==> config.mk <==
export PLATFORM = sky130hd
export DESIGN_NAME = timer_arb
export DESIGN_NICKNAME = d
export VERILOG_FILES = /design/src/rtl/timer_arb_pkg.sv /design/src/rtl/timer_arb_load_counter.sv /design/src/rtl/timer_arb.sv
export SDC_FILE = /design/constraint.sdc
export NUM_CORES = 1
export LEC_CHECK = 0
export BUFFER_PORTS_ARGS = -buffer_cell sky130_fd_sc_hd__buf_2
export CORE_AREA = 2 2 54 56
export CTS_BUF_LIST = sky130_fd_sc_hd__clkbuf_4 sky130_fd_sc_hd__clkbuf_8
export DETAILED_ROUTE_END_ITERATION = 7
export DIE_AREA = 0 0 56 58
export GPL_ROUTABILITY_DRIVEN = 0
export PLACE_DENSITY = 0.77
export SLEW_MARGIN = 30
export SYNTH_ARGS = -nofsm -noshare
export SYNTH_HDL_FRONTEND = slang
export SYNTH_SLANG_ARGS = --single-unit
==> constraint.sdc <==
create_clock -name clk -period 2.5 [get_ports clk]
set_input_delay 0.5 -clock clk [delete_from_list [all_inputs] [get_ports clk]]
set_output_delay 0.5 -clock clk [all_outputs]
set_load 0.05 [all_outputs]
==> src/rtl/timer_arb_pkg.sv <==
// ============================================================================
// timer_arb_pkg : shared state encoding, default width and grant helper
// Rev 1.0
// ============================================================================
`default_nettype none

package timer_arb_pkg;

    localparam int C_DEFAULT_N = 10;

    typedef enum logic [1:0] {
        IDLE  = 2'd0,
        COUNT = 2'd1,
        DONE  = 2'd2
    } state_t;

    function automatic logic [1:0] onehot2(input logic idx);
        return idx ? 2'b10 : 2'b01;
    endfunction

endpackage

`default_nettype wire

==> src/rtl/timer_arb_load_counter.sv <==
// ============================================================================
// load_counter : N-bit up-counter with priority load and terminal-count carry
// Rev 1.0
// ============================================================================
`default_nettype none

module load_counter
    import timer_arb_pkg::*;
#(
    parameter int N = C_DEFAULT_N
) (
    input  logic         clk,
    input  logic         rst,
    input  logic         en,
    input  logic         load,
    input  logic [N-1:0] din,
    output logic [N-1:0] q,
    output logic         cout
);

    logic [N-1:0] r_q;

    always_ff @(posedge clk or posedge rst) begin
        if (rst) begin
            r_q <= '0;
        end else if (load) begin
            r_q <= din;
        end else if (en) begin
            r_q <= r_q + 1'b1;
        end
    end

    assign q    = r_q;
    assign cout = en & (&r_q);

endmodule

`default_nettype wire

==> src/rtl/timer_arb.sv <==
// ============================================================================
// timer_arb : two-requester round-robin arbiter sharing one delay counter
// Rev 1.0
// ============================================================================
`default_nettype none

module timer_arb
    import timer_arb_pkg::*;
#(
    parameter int N = C_DEFAULT_N
) (
    input  logic         clk,
    input  logic         rst,
    input  logic [1:0]   req,
    input  logic [N-1:0] delay0,
    input  logic [N-1:0] delay1,
    output logic [1:0]   gnt,
    output logic [1:0]   done,
    output logic         busy,
    output logic [N-1:0] cnt
);

    state_t       r_state;
    state_t       w_state_next;
    logic         r_owner;
    logic         r_ptr;
    logic [1:0]   r_gnt;
    logic [1:0]   r_done;
    logic [1:0]   w_gnt_next;
    logic [1:0]   w_done_next;
    logic         w_winner;
    logic         w_owner_req;
    logic         w_load;
    logic         w_en;
    logic         w_cout;
    logic         w_release;
    logic [N-1:0] w_delay;
    logic [N-1:0] w_din;

    // Ties go to the pointer side; otherwise the lone requester wins.
    assign w_winner    = (&req) ? r_ptr : ~req[0];
    assign w_delay     = w_winner ? delay1 : delay0;
    // Two's-complement preload: D cycles to wrap, and D=0 gives a full 2^N.
    assign w_din       = {N{1'b0}} - w_delay;
    assign w_owner_req = req[r_owner];
    assign w_load      = (r_state == IDLE) && (|req);
    assign w_en        = (r_state == COUNT) && w_owner_req;
    // Ownership ends either by completion or by abort.
    assign w_release   = (r_state == DONE) || ((r_state == COUNT) && !w_owner_req);

    load_counter #(.N(N)) u_counter (
        .clk  (clk),
        .rst  (rst),
        .en   (w_en),
        .load (w_load),
        .din  (w_din),
        .q    (cnt),
        .cout (w_cout)
    );

    always_ff @(posedge clk or posedge rst) begin
        if (rst) begin
            r_state <= IDLE;
        end else begin
            r_state <= w_state_next;
        end
    end

    always_comb begin
        w_state_next = r_state;
        case (r_state)
            IDLE:    if (|req) w_state_next = COUNT;
            COUNT: begin
                if (!w_owner_req) begin
                    w_state_next = IDLE;
                end else if (w_cout) begin
                    w_state_next = DONE;
                end
            end
            DONE:    w_state_next = IDLE;
            default: w_state_next = IDLE;
        endcase
    end

    always_comb begin
        w_gnt_next  = 2'b00;
        w_done_next = 2'b00;
        case (r_state)
            IDLE: begin
                if (|req) w_gnt_next = onehot2(w_winner);
            end
            COUNT: begin
                if (w_owner_req) begin
                    w_gnt_next = onehot2(r_owner);
                    if (w_cout) w_done_next = onehot2(r_owner);
                end
            end
            default: begin
                w_gnt_next  = 2'b00;
                w_done_next = 2'b00;
            end
        endcase
    end

    always_ff @(posedge clk or posedge rst) begin
        if (rst) begin
            r_owner <= 1'b0;
            r_ptr   <= 1'b0;
            r_gnt   <= 2'b00;
            r_done  <= 2'b00;
        end else begin
            r_gnt  <= w_gnt_next;
            r_done <= w_done_next;
            if (w_load) begin
                r_owner <= w_winner;
            end
            if (w_release) begin
                r_ptr <= ~r_owner;
            end
        end
    end

    assign gnt  = r_gnt;
    assign done = r_done;
    assign busy = (r_state != IDLE);

endmodule

`default_nettype wire

**Yosys cells after proc, flatten, opt, wreduce, memory -nomap -nowiden**

Index checks and enable logic that the tools add are counted.

- $add $sub $neg: 2
- Order comparisons: 1
- Equal/unequal tests: 4
- Multiplexer cells: 18
- Bitwise gates (word level): 3
- Reductions and logical operators: 12

Operators with widths:

| kind | count |
|---|---|
| 10-bit 2-to-1 mux | 3 |
| 2-bit 2-to-1 mux | 10 |
| 10-bit by 1-bit adder with 10-bit output, second input constant | 1 |
| 10-bit AND reduction | 1 |
| 1-bit by 10-bit subtractor with 10-bit output, first input constant | 1 |
| 2-bit one-hot mux with 2 select lines | 2 |
| 2-bit AND reduction | 2 |
| 2-bit nonzero test | 2 |
| 1-bit logical AND | 3 |
| 1-bit 2-to-1 mux | 3 |
| 3-bit by 2-bit != test with 1-bit output, second input constant | 1 |
| 2-bit by 1-bit equality test with 1-bit output, second input constant | 1 |
| 2-bit equality test, second input constant | 1 |
| 2-bit zero test | 1 |
| 1-bit by 2-bit < comparator with 1-bit output, second input constant | 1 |
| 2-bit by 1-bit != test with 1-bit output, second input constant | 1 |
| 1-bit inverter | 2 |
| 2-bit OR reduction | 1 |
| 1-bit bitwise AND | 1 |
| 1-bit zero test | 1 |
| 1-bit logical OR | 1 |

- Register bits after elaboration: 18
- Input port bits: 24
- Output and inout port bits: 15
- Word-level logic and storage cells: 46

**Longest topological paths before layout**

- Depth after elaboration: 7
- Gate-level depth with buffers: 8
- Mapped depth without buffers: 7

**Hierarchy**

From an unflattened synthesis, not the netlist that was laid out.

- Cell total of the unflattened synthesis: 157
- Area total of the unflattened synthesis: 1373.8 µm²

By module, submodules not included:

| module | times used | cells each | area each (µm²) | seq. area each (µm²) |
|---|---|---|---|---|
| timer_arb | 1 | 91 | 764.5 | 200.2 |
| load_counter | 1 | 66 | 609.3 | 250.2 |

**Least setup slack after synthesis**

No wires, ideal clock.

- Path kind: input to register
- Start point: in req[0]
- End point: reg u_counter.r_q[8] (netlist: u_counter.q[8])
- Library setup time: 79 ps
- Data arrival time: 1787 ps
- Required time: 2421 ps
- Slack: 634 ps
- Stages: 7
- Cell sequence: a21boi_4 > mux2i_1 > ha_1 > and4_1 > a31oi_1 > xor2_1 > mux2i_1

- Word-level cells in the longest chain between the ends: 5
- Elaborated cells between the ends (all ways): 12

RTL lines:

| what | RTL line | text |
|---|---|---|
| from (decl) | timer_arb.sv:14 | `input logic [1:0] req,` |
| 2-bit AND reduction / 1-bit inverter (equally long branches) | timer_arb.sv:41 | `assign w_winner = (&req) ? r_ptr : ~req[0];` |
| 1-bit 2-to-1 mux | timer_arb.sv:41 |  |
| 10-bit 2-to-1 mux | timer_arb.sv:42 | `assign w_delay = w_winner ? delay1 : delay0;` |
| 1-bit by 10-bit subtractor with 10-bit output | timer_arb.sv:44 | `assign w_din = {N{1'b0}} - w_delay;` |
| 10-bit 2-to-1 mux | timer_arb_load_counter.sv:26 | `end else if (load) begin` |
| to (signal assigned) | timer_arb_load_counter.sv:27 | `r_q <= din;` |
| to (signal assigned) | timer_arb_load_counter.sv:29 | `r_q <= r_q + 1'b1;` |
| to (decl) | timer_arb_load_counter.sv:21 | `logic [N-1:0] r_q;` |

Several ways; a longest one is shown, not always the timed one. The select of a mux whose other input is x is not followed.
A chain may end at the register's enable or synchronous reset.

**Worst setup path in the final report**

- Start point: reg r_ptr
- End point: reg u_counter.r_q[8] (netlist: u_counter.q[8])

- Word-level cells in the longest chain between the ends: 4

RTL lines:

| what | RTL line | text |
|---|---|---|
| from (decl) | timer_arb.sv:26 | `logic r_ptr;` |
| from (signal assigned) | timer_arb.sv:118 | `r_ptr <= ~r_owner;` |
| 1-bit 2-to-1 mux | timer_arb.sv:41 |  |
| 10-bit 2-to-1 mux | timer_arb.sv:42 |  |
| 1-bit by 10-bit subtractor with 10-bit output | timer_arb.sv:44 |  |
| 10-bit 2-to-1 mux | timer_arb_load_counter.sv:26 |  |

Every way passes these cells.

==> impl_metrics.env <==
export IMPL_outcome="finished clean"
export IMPL_avgSynthCellArea_um2=9.09
export IMPL_syn_area_mm2=0.00130
export IMPL_grt_util_met3=0.0134
export IMPL_drt_iter0_markers=41
export IMPL_io_buffers=38
export IMPL_cp_arrival_ps=2260
export IMPL_numCtsBuffers=3
export IMPL_grt_first_pass_wirelength_um=4930
export IMPL_cts_sinks=18
export IMPL_rsz0062_at_grt="false"
export IMPL_grt_overflow=0
export IMPL_setup_viol=0
export IMPL_initial_core_util=0.488
export IMPL_clock_latency_ps=280
export IMPL_place_area_mm2=0.00150
export IMPL_postCtsSetupBuffers=0
export IMPL_hold_viol=0
export IMPL_grt_pass1_vias=1086
export IMPL_synth_compound_area_frac=0.124
export IMPL_syn_num_nets=169
export IMPL_crit_required_ps=2710
export IMPL_fin_area_mm2=0.00152
export IMPL_antenna_diode_count=0
export IMPL_cts_repair_resized=0
export IMPL_wire_per_inst_um=13.3
export IMPL_worstReg2RegStart="r_ptr"
export IMPL_drc=0
export IMPL_clock_skew_final_ps=2.44
export IMPL_final_period_utilization=0.822
export IMPL_grt_max_degree=19
export IMPL_synth_cell_type_count=33
export IMPL_syn_inst=143
export IMPL_grtUsageTotal=0.190
export IMPL_hp_class="in2async"
export IMPL_max_slew_margin_rel=0.552
export IMPL_synth_fa_ha_area_frac=0.0192
export IMPL_vias=1192
export IMPL_use_met2=0.343
export IMPL_worstRegToRegCells=7
export IMPL_synthTopCellsByArea="dfrtp_1 (35%), mux2i_1 (13%), xor2_1 (6.1%), xnor2_1 (5.4%), nor2_1 (5.2%)"
export IMPL_synth_top_area_cell="dfrtp_1"
export IMPL_muxShareOfSynthArea=0.131
export IMPL_synth_edf_count=0
export IMPL_cts_hold_buf=0
export IMPL_start_kind="flip-flop"
export IMPL_die_area_mm2=0.00325
export IMPL_clockRootBuffer="clkbuf_4"
export IMPL_cp_max_fo=8
export IMPL_synth_common_cells="dfrtp_1 (18), nor2_1 (18), mux2i_1 (17)"
export IMPL_grtUsageMet1=0.239
export IMPL_totalWireLength_um=2830
export IMPL_synth_xor_area_frac=0.115
export IMPL_fp_coreArea_mm2=0.00266
export IMPL_drive_gt1_frac=0.265
export IMPL_dpl_hpwl_um=2280
export IMPL_r2r_slack_ps=440
export IMPL_crit_start="r_ptr"
export IMPL_end_kind="flip-flop"
export IMPL_worstMarginPinSlew_ps=671
export IMPL_worst_setup_path_type="reg2reg"
export IMPL_period_minus_slack_ps=2060
export IMPL_powerDensity_mw_per_mm2=1120
export IMPL_r2r_end="u_counter.q[8]"
export IMPL_nets=209
export IMPL_avgViaCountPerCell=5.62
export IMPL_die_y_um=58
export IMPL_p_leak_nw=0.712
export IMPL_clockBufferDepth=2
export IMPL_cap_violations=0
export IMPL_die_w_um=56
export IMPL_areaGrowthSynthToFinish_pct=17.2
export IMPL_num_rows=19
export IMPL_final_max_slew_viol_count=0
export IMPL_cts_htree_levels=1
export IMPL_synthArstFlopShare=1.00
export IMPL_ir_worst_vdd_mv=0.651
export IMPL_ys_ff_latch=18
export IMPL_synthFlopType="dfrtp_1"
export IMPL_ios=39
export IMPL_tritoncts="done"
export IMPL_power_mw=1.70
export IMPL_firstDrtPassIters=4
export IMPL_yosys_area_share_simple=0.232
export IMPL_antenna_found_initial=0
export IMPL_setup_tns_ps=0
export IMPL_grt_busiest_layer="met2"
export IMPL_path_clk_slew_ps=90
export IMPL_ys_warn_count=0
export IMPL_ys_seq_area_frac=0.346
export IMPL_yosysTopAreaCellShare=0.346
export IMPL_fmax_ghz=0.487
export IMPL_synth_top_family_by_area="simple AND/OR/NAND/NOR gates"
export IMPL_drtAntennaViolNets=0
area by class of cell:
cell class | count | area (um^2)
clock buffers | 3 | 22.5
flip-flops and latches | 18 | 450
fillers | 247 | 1140
repair buffers | 38 | 190
well taps | 31 | 38.8
inverters | 4 | 15.0
multi-input cells | 118 | 807
state kept, by name (all words and copies together) (netlist names):
signal and flops:
r_owner 1, r_state 2, u_counter.q 10, done 2, gnt 2, r_ptr 1
how the worst max path moves through the flow:
stage               slack (ps)              to  depth (start not counted)
detailed placement         270  u_counter.q[8]                          8
floorplan                  630  u_counter.q[8]                          7
CTS                        440  u_counter.q[8]                          7
global placement           360  u_counter.q[8]                          8
finish                     440  u_counter.q[8]                          7
global route               310  u_counter.q[8]                          7
power by group:
part	switching, mW	internal (mW)	total [mW]
Clock	0.0788	0.0558	0.135
Sequential	0.139	0.413	0.552
Combinational	0.710	0.304	1.01
Total	0.927	0.772	1.70
per-layer routing:
metal	part of all wire	wire [um]
met5	0	0
met3	0.050	141
met2	0.51	1450
met1	0.43	1200
met4	0.012	33
cells by family after synthesis:
group,after synthesis
compound gates,20
fa+ha+maj,2
xor+xnor,17
flops,18
buf+inv,7
simple gates,62
mux,17
per-stage QoR:
stage	utilization	hold slack [ps]	setup WS (ps)	std cells
6_report	0.572	301	445	212
5_1_grt	0.572	370	313	212
4_1_cts	0.572	325	441	212
3_5_place_dp	0.564	544	266	209
3_3_place_gp	0.564	520	358	209
2_1_floorplan	-	439	634	143
cells in the final DEF, fill, tap and decap left out, drive strengths merged:
| cell | Yosys | final |
|---|---|---|
| a221oi | 1 | 1 |
| dfrtp | 18 | 18 |
| buf | 2 | 38 |
| nand2b | 2 | 2 |
| o21ai | 5 | 5 |
| nand4 | 4 | 4 |
| o22ai | 1 | 1 |
| a21bo | 1 | 1 |
| nand2 | 14 | 14 |
| o41ai | 1 | 1 |
| inv | 4 | 4 |
| a21boi | 1 | 1 |
| nor3b | 2 | 2 |
| nor3 | 10 | 10 |
| a21oi | 1 | 1 |
| or2 | 2 | 2 |
| xor2 | 9 | 9 |
| xnor2 | 8 | 8 |
| ha | 2 | 2 |
| o221ai | 2 | 2 |
| nand3 | 3 | 3 |
| clkbuf | 1 | 3 |
| mux2i | 17 | 17 |
| a31oi | 3 | 3 |
| and4 | 1 | 1 |
| nor4 | 1 | 1 |
| a21o | 1 | 1 |
| a2111oi | 1 | 1 |
| nor2 | 18 | 18 |
| or3 | 2 | 2 |
| o211ai | 2 | 2 |
| and3 | 3 | 3 |
worst max-delay path, cell delays in order, from the launching register on:
cell and delay [ps]:
dfrtp_1 470, a21boi_4 360, mux2i_1 310, ha_1 310, and4_1 210, a31oi_1 50, xor2_1 170, mux2i_1 120
No activity file was read; power rests on OpenSTA's default activity.
